## config.mk

```make
export PLATFORM = sky130hd
export DESIGN_NAME = serial_add_sched
export DESIGN_NICKNAME = d
export VERILOG_FILES = /design/src/rtl/serial_add_pkg.sv /design/src/rtl/serial_fa.sv /design/src/rtl/serial_add_sched.sv
export SDC_FILE = /design/constraint.sdc
export NUM_CORES = 1
export LEC_CHECK = 0
export BUFFER_PORTS_ARGS = -buffer_cell sky130_fd_sc_hd__buf_2
export CAP_MARGIN = 30
export CORE_ASPECT_RATIO = 1.5
export CORE_MARGIN = 2
export CORE_UTILIZATION = 30
export DETAILED_ROUTE_END_ITERATION = 8
export PLACE_DENSITY = 0.52
export RECOVER_POWER = 100
export SLEW_MARGIN = 20
export SYNTH_ARGS = -nofsm -noshare
export SYNTH_HDL_FRONTEND = slang
export SYNTH_SLANG_ARGS = --single-unit
```

## constraint.sdc

```tcl
create_clock -name CLK -period 1.98 [get_ports CLK]
set_input_delay 0.495 -clock CLK [delete_from_list [all_inputs] [get_ports CLK]]
set_output_delay 0.495 -clock CLK [all_outputs]
set_load 0.01 [all_outputs]
```

## src/rtl/serial_add_pkg.sv

```systemverilog
// serial_add_pkg -- shared definitions for the bit-serial add scheduler.
//
// Contents:
//   state_e        scheduler state encoding (IDLE / RUN / DONE)
//   DEFAULT_WIDTH  default operand / sum width in bits
//   REQ0, REQ1     requester-ID constants as carried on rsp_id
package serial_add_pkg;

  typedef enum logic [1:0] {
    ST_IDLE = 2'd0,
    ST_RUN  = 2'd1,
    ST_DONE = 2'd2
  } state_e;

  localparam int DEFAULT_WIDTH = 8;

  localparam logic REQ0 = 1'b0;
  localparam logic REQ1 = 1'b1;

endpackage : serial_add_pkg

```

## src/rtl/serial_fa.sv

```systemverilog
// serial_fa -- 1-bit full adder with a registered carry, used LSB-first.
//
// Ports:
//   CLK       in   clock, rising edge
//   NRST      in   asynchronous active-low reset (carry -> 0)
//   a, b      in   operand bits for the current cycle
//   load      in   preload the carry register with cin_init
//   cin_init  in   carry-in for the next operation (0 add, 1 subtract)
//   en        in   advance: carry register takes the carry-out of a+b+carry
//   s         out  combinational sum bit of a+b+carry
//   cout      out  registered carry (carry-out of the MSB once done)
module serial_fa (
  input  logic CLK,
  input  logic NRST,
  input  logic a,
  input  logic b,
  input  logic load,
  input  logic cin_init,
  input  logic en,
  output logic s,
  output logic cout
);

  logic carry_q, carry_d;

  always_comb begin
    // NOTE: every always_comb output gets a default first so that no path
    // leaves it unassigned, which would infer a latch.
    carry_d = carry_q;
    if (load) begin
      carry_d = cin_init;
    end else if (en) begin
      carry_d = (a & b) | (carry_q & (a ^ b));
    end
  end

  // NOTE: sequential state uses non-blocking assignments so every flop
  // samples pre-edge values regardless of process evaluation order.
  always_ff @(posedge CLK or negedge NRST) begin
    if (!NRST) carry_q <= 1'b0;
    else       carry_q <= carry_d;
  end

  assign s    = a ^ b ^ carry_q;
  assign cout = carry_q;

endmodule : serial_fa

```

## src/rtl/serial_add_sched.sv

```systemverilog
// serial_add_sched -- round-robin scheduler sharing one bit-serial full adder
// between two requesters.
//
// A granted request is captured into shift registers and added LSB-first over
// WIDTH cycles; the result is returned through a valid/ready response port.
//
// Ports:
//   CLK, NRST                     clock / asynchronous active-low reset
//   reqN_valid, reqN_a, reqN_b    requester N operand pair (N = 0, 1)
//   reqN_sub                      requester N subtract select
//   reqN_ready                    requester N accepted this cycle (IDLE only)
//   rsp_valid, rsp_id             result available / owning requester
//   rsp_sum, rsp_cout             WIDTH-bit result and carry out of the MSB
//   rsp_ready                     consumer takes the result
//
// Build option: SERIAL_ADD_SUB_EN -- when defined, reqN_sub selects
// subtract (b inverted, carry-in 1); otherwise reqN_sub is ignored.
module serial_add_sched
  import serial_add_pkg::*;
#(
  parameter int WIDTH = DEFAULT_WIDTH
) (
  input  logic             CLK,
  input  logic             NRST,
  input  logic             req0_valid,
  input  logic [WIDTH-1:0] req0_a,
  input  logic [WIDTH-1:0] req0_b,
  input  logic             req0_sub,
  output logic             req0_ready,
  input  logic             req1_valid,
  input  logic [WIDTH-1:0] req1_a,
  input  logic [WIDTH-1:0] req1_b,
  input  logic             req1_sub,
  output logic             req1_ready,
  output logic             rsp_valid,
  output logic             rsp_id,
  output logic [WIDTH-1:0] rsp_sum,
  output logic             rsp_cout,
  input  logic             rsp_ready
);

  localparam int CNT_W = $clog2(WIDTH);
  localparam logic [CNT_W-1:0] CNT_LAST = CNT_W'(WIDTH - 1);

  state_e           state_q, state_d;
  logic             last_grant_q, last_grant_d;
  logic [CNT_W-1:0] cnt_q, cnt_d;
  logic [WIDTH-1:0] a_q, a_d;
  logic [WIDTH-1:0] b_q, b_d;
  logic [WIDTH-1:0] sum_q, sum_d;
  logic             id_q, id_d;

  logic grant;
  logic fa_b, fa_load, fa_cin, fa_en, fa_s, fa_cout;

`ifdef SERIAL_ADD_SUB_EN
  logic sub_q, sub_d;
`else
  // Subtract inputs are deliberately unused in the add-only build.
  logic unused_sub;
  assign unused_sub = req0_sub | req1_sub;
`endif

  serial_fa u_fa (
    .CLK      (CLK),
    .NRST     (NRST),
    .a        (a_q[0]),
    .b        (fa_b),
    .load     (fa_load),
    .cin_init (fa_cin),
    .en       (fa_en),
    .s        (fa_s),
    .cout     (fa_cout)
  );

  always_comb begin
    // With both requesting, the one not served last wins; otherwise the only
    // valid one (REQ0 is a don't-care default when neither is valid).
    grant = REQ0;
    if (req0_valid && req1_valid) grant = ~last_grant_q;
    else if (req1_valid)          grant = REQ1;

    req0_ready = (state_q == ST_IDLE) && req0_valid && (grant == REQ0);
    req1_ready = (state_q == ST_IDLE) && req1_valid && (grant == REQ1);

    state_d      = state_q;
    last_grant_d = last_grant_q;
    cnt_d        = cnt_q;
    a_d          = a_q;
    b_d          = b_q;
    sum_d        = sum_q;
    id_d         = id_q;
    fa_load      = 1'b0;
    fa_cin       = 1'b0;
    fa_en        = 1'b0;
`ifdef SERIAL_ADD_SUB_EN
    sub_d        = sub_q;
    fa_b         = b_q[0] ^ sub_q;
`else
    fa_b         = b_q[0];
`endif

    unique case (state_q)
      ST_IDLE: begin
        if (req0_ready || req1_ready) begin
          a_d     = grant ? req1_a : req0_a;
          b_d     = grant ? req1_b : req0_b;
          id_d    = grant;
          cnt_d   = '0;
          fa_load = 1'b1;
`ifdef SERIAL_ADD_SUB_EN
          sub_d   = grant ? req1_sub : req0_sub;
          fa_cin  = sub_d;
`endif
          state_d = ST_RUN;
        end
      end
      ST_RUN: begin
        // Operands shift right so bit[cnt] is always at index 0; sum bits
        // enter at the MSB so the first one lands at bit 0 after WIDTH shifts.
        fa_en = 1'b1;
        a_d   = a_q >> 1;
        b_d   = b_q >> 1;
        sum_d = {fa_s, sum_q[WIDTH-1:1]};
        cnt_d = cnt_q + 1'b1;
        if (cnt_q == CNT_LAST) state_d = ST_DONE;
      end
      ST_DONE: begin
        if (rsp_ready) begin
          last_grant_d = id_q;
          state_d      = ST_IDLE;
        end
      end
      default: state_d = ST_IDLE;
    endcase
  end

  always_ff @(posedge CLK or negedge NRST) begin
    if (!NRST) begin
      state_q      <= ST_IDLE;
      last_grant_q <= REQ1;
      cnt_q        <= '0;
      a_q          <= '0;
      b_q          <= '0;
      sum_q        <= '0;
      id_q         <= REQ0;
`ifdef SERIAL_ADD_SUB_EN
      sub_q        <= 1'b0;
`endif
    end else begin
      state_q      <= state_d;
      last_grant_q <= last_grant_d;
      cnt_q        <= cnt_d;
      a_q          <= a_d;
      b_q          <= b_d;
      sum_q        <= sum_d;
      id_q         <= id_d;
`ifdef SERIAL_ADD_SUB_EN
      sub_q        <= sub_d;
`endif
    end
  end

  // Response fields are gated by DONE so they read zero at all other times,
  // including immediately after an asynchronous reset.
  assign rsp_valid = (state_q == ST_DONE);
  assign rsp_id    = rsp_valid & id_q;
  assign rsp_sum   = rsp_valid ? sum_q : '0;
  assign rsp_cout  = rsp_valid & fa_cout;

endmodule : serial_add_sched

```

# == Word-level counts from Yosys, hierarchy flattened ==
# Index checks and enable logic that the tools add are counted.
# op_classes
addsub,1
multipliers,0
n_div,0
magnitude_cmp,0
eq_ne,6
shifts,0
n_mux,20
bitwise,9
n_reduce_logical,13
# op_table
operator,n
$mux 8,5
$pmux 8 s2,2
$mux 1,7
$mux 2,3
$pmux 2 s3,1
$pmux 3 s2,1
$reduce_and 2->1,3
$logic_and 1x1->1,5
$and 1x1->1,4
$ne 2x1->1 const B,2
$reduce_bool 2->1,2
$add 3x1->3 const B,1
$eq 3x3->1 const B,1
$mux 3,1
$reduce_and 3->1,1
$eq 2x1->1 const B,1
$eq 2x2->1 const B,1
$logic_not 2->1,1
$ne 2x2->1 const B,1
$not 1->1,2
$xor 1x1->1,2
$logic_or 1x1->1,1
$or 1x1->1,1
# totals
regBits,32
latch_bits,0
ramBits,0
rom_bits,0
in_bits,39
mem_count,0

# == Logic depth before layout (Yosys ltp) ==
# depth
word_depth,8
ltp_mapped,5
mapped_depth_nobuf,4

# == Hierarchy ==
# From an unflattened synthesis, not the netlist that was laid out.
# unflattened
cells_unflattened,168
hier_area_um2,1814.2
# modules_own_cells
mod,instances,cells_per_inst,area_per_inst_um2
serial_add_sched,1,163,1750.4
serial_fa,1,5,63.8

# == Worst setup path after synthesis ==
# No wires, ideal clock.
# synth_path
path_kind,reg2out
start,register state_q[0]
end,output port rsp_id
arrival_ns,1.196
required_ns,1.485
setup_slack_ns,0.289
stages_incl_launch_ff,5
path_buffers,2
cell_sequence,dfrtp_1 -> clkbuf_1 -> nor2b_1 -> clkbuf_1 -> and2_1
# synth_via
elab_chain_cells,2
# synth_rtl
element,line_no,source
from (decl),serial_add_sched.sv:45,"state_e state_q, state_d;"
from (signal assigned),serial_add_sched.sv:151,state_q <= state_d;
$eq 2x2->1,serial_add_sched.sv:166,assign rsp_valid = (state_q == ST_DONE);
via rsp_valid,serial_add_sched.sv:35,"output logic rsp_valid,"
$and 1x1->1,serial_add_sched.sv:167,assign rsp_id = rsp_valid & id_q;
to (decl),serial_add_sched.sv:36,"output logic rsp_id,"
# The timed path passes the listed nets, and every way through them passes these cells.

# == Worst setup path after layout ==
# layout_path
start,register state_q[1]
end,output port req0_ready
# layout_via
elab_chain_cells,3
# layout_rtl
element,line_no,source
$logic_not 2->1,serial_add_sched.sv:83,req0_ready = (state_q == ST_IDLE) && req0_valid && (grant == REQ0);
$logic_and 1x1->1 (2 in series),serial_add_sched.sv:83,
to (decl),serial_add_sched.sv:29,"output logic req0_ready,"
# Every way passes these cells.

==> results.json <==
{
  "cts.sinks": 32,
  "synth_top_area_cell": "dfrtp_1",
  "rr_worst_depth": 4,
  "grt_first_pass_wirelength_um": 7380,
  "ys_ff_latch": 32,
  "synth.net_count": 229,
  "cts_tree": "done",
  "area_delta_synth_final_pct": 24.2,
  "cts.root.buffer_cell": "clkbuf_8",
  "p_per_area_nw_per_um2": 1290,
  "cts_post_setup_buffers_inserted": 0,
  "final_nets": 282,
  "synth.yosys.seq_area_share_pct": 44.1,
  "fin_ws_ns": 0.155,
  "chipWidth_um": 67.6,
  "period_share_pct": 92.2,
  "critical_path.endpoint_type": "output port",
  "finalHoldViolCount": 0,
  "pre_cts_slack_ns": 0.248,
  "cts.hold.buffers_added": 0,
  "drtIter0Drc": 83,
  "ys_warn_count": 0,
  "grt-ovfl-total": 0,
  "yosys.cell_types.count": 28,
  "placementRows": 34,
  "detailed_route_drc_error_count": 0,
  "run_status": "finished, final reports clean",
  "dp_hpwl_um": 3140,
  "start_util_pct": 31.2,
  "grt_start_max_net_pins": 33,
  "finalWeightedCongestion": 0.740,
  "first_global_vias": 1536,
  "rrSetupSlack_ns": 0.26,
  "tightestPinTransition_ns": 0.822,
  "synth_top_area_share_pct": 42.7,
  "timing.final.max_slew_violations": 0,
  "timing.final.crit_period_ns": 1.83,
  "synthTopCellsByArea": "dfrtp_1 (43%), and2_1 (6.9%), o31ai_1 (6.6%), a221oi_2 (5.8%), nor2b_1 (5.5%)",
  "global_router_s_overall_resource_usage_pct": 14.6,
  "m1WireLength_um": 1880,
  "criticalPathCategory": "reg2out",
  "holdWs_ns": 0.294,
  "cp.required_ns": 1.48,
  "grt_setup_unrepaired": "no",
  "worst_r2r_endpoint": "a_q[4]",
  "port_buffers": 49,
  "via_count": 1547,
  "io_pins": 52,
  "final-instance-count-excl-fill": 313,
  "path_max_fanout": 13,
  "worstSkewPairLatency_ns": 0.28,
  "setup-violations-final": 0,
  "die_height_um": 99.3,
  "core_area_um2": 5830,
  "cts.htree.levels": 2,
  "timing.setup.tns_ns": 0,
  "leakagePower_nw": 1.03,
  "postRouteAntennaNets": 0,
  "final_util_pct": 38.7,
  "met3_layer_wire_length_in_the_routed_design_um": 179,
  "synthesis.instances": 187,
  "worst_hold_path_type": "in2async",
  "mappedNetlistArea_um2": 1820,
  "floorplan.die_area_um2": 6710,
  "clockBufferDepth": 2,
  "n_antenna_cell": 0,
  "dp.cells": 305,
  "post_cts.resized_instances": 0,
  "synthesis.area_per_instance_um2": 9.72,
  "max_freq_mhz": 548,
  "post_drt_wl_per_cell_um": 13.9,
  "post_route_cells_drive_above_1_share_pct": 30.3,
  "cp_data_arrival_time_ns": 1.33,
  "routed_wirelength_um": 4340,
  "cts.reportedPaths.clkPinSlew_ns": 0.07,
  "met2_wl_post_dr_um": 2220,
  "drt-vias-per-instance": 4.94,
  "cts_inserted_buffers": 5,
  "crit_path_launch_type": "flip-flop",
  "worst_ir_drop_vdd_mv": 0.542,
  "highest_layer": "met4",
  "slew-limit-headroom_pct": 45.2,
  "clock-skew-final_ns": 0.00606,
  "initial_antenna_violation_count": 0,
  "max-cap-violations": 0,
  "drtPass1Iterations": 4,
  "worst_r2r_src": "state_q[0]"
}
## power breakdown
part	internal (mW)	switching (mW)	total [mW]
Combinational	0.479	0.607	1.09
Clock	0.444	0.249	0.693
Sequential	0.969	0.161	1.13
## registers in the layout (all words and copies together), names as in the netlist
name and cells:
a_q 8, u_fa.cout 1, cnt_q 3, b_q 8, sum_q 8, last_grant_q 1, state_q 2, id_q 1
## worst max path at each step
stage	from	endpoint	slack, ns	depth (start not counted)
floorplan	state_q[0]	rsp_id	0.29	4
detailed placement	req0_valid	b_q[5]	0.25	4
global placement	req0_valid	a_q[4]	0.24	4
CTS	state_q[1]	req0_ready	0.10	5
global route	state_q[1]	req0_ready	0.02	5
finish	state_q[1]	req0_ready	0.15	5
## cell usage after synthesis
| cell | count |
|---|---|
| a21bo_1 | 1 |
| a21o_1 | 1 |
| a21oi_1 | 3 |
| a221oi_1 | 7 |
| a221oi_2 | 7 |
| a22o_1 | 2 |
| and2_1 | 20 |
| and2_2 | 3 |
| buf_2 | 4 |
| buf_6 | 3 |
| buf_8 | 1 |
| clkbuf_1 | 8 |
| dfrtp_1 | 31 |
| dfstp_2 | 1 |
| fa_1 | 1 |
| ha_1 | 2 |
| inv_1 | 4 |
| mux2_2 | 1 |
| mux2i_1 | 2 |
| nand2_1 | 26 |
| nand2b_1 | 1 |
| nor2_1 | 4 |
| nor2b_1 | 16 |
| nor3_2 | 2 |
| o21ai_0 | 18 |
| o22ai_1 | 1 |
| o31ai_1 | 16 |
| or2_1 | 1 |
## cell usage in the layout (no fill, tap or decap), drive strengths merged
master,instances
dfstp,1
nor2,4
a221oi,14
a21bo,1
o21ai,18
inv,4
o31ai,16
bufinv,1
mux2i,2
nor2b,16
buf,46
dfrtp,31
nand2b,1
fa,1
a21o,1
ha,2
clkbuf,23
nor3,2
or2,1
and2,23
o22ai,1
a21oi,3
a22o,2
nand2,26
mux2,1
## cell families after synthesis
group / after synthesis / share of synthesized area [%]
simple gates: 73 / 21.6
compound gates: 56 / 23.8
buf+inv: 20 / 6.26
fa+ha+maj: 3 / 2.48
flops: 32 / 44.1
mux: 3 / 1.72
## final cells by class
type | count | area, µm²
clock buffers | 7 | 96.3
clock inverters | 1 | 30.0
fillers | 612 | 3570
inverters | 4 | 15.0
multi-input cells | 135 | 903
flip-flops and latches | 32 | 802
well taps | 72 | 90.1
repair buffers | 62 | 320
## routing by layer
layer | GRT usage, % | up-vias
met3 | 3.39 | 5
met5 | 0 | -
met4 | 5.18 | 0
met1 | 17.7 | 736
li1 | - | 763
met2 | 24.6 | 43
## stage by stage
| stage | cell area [µm²] | total power [mW] |
|---|---|---|
| 6_report | 2260 | 2.91 |
| 5_1_grt | 2260 | 3.19 |
| 4_1_cts | 2280 | 2.98 |
| 3_5_place_dp | 2150 | 2.28 |
| 3_3_place_gp | 2150 | 2.26 |
| 2_1_floorplan | 1820 | 1.96 |
## critical path, cell delays in order (launching register included)
cell      delay [ns]
dfrtp_1         0.39
buf_4           0.19
nor2_1          0.09
nand2_1         0.09
a21oi_2         0.13
clkbuf_2        0.15
Power figures use the tool's default switching activity.
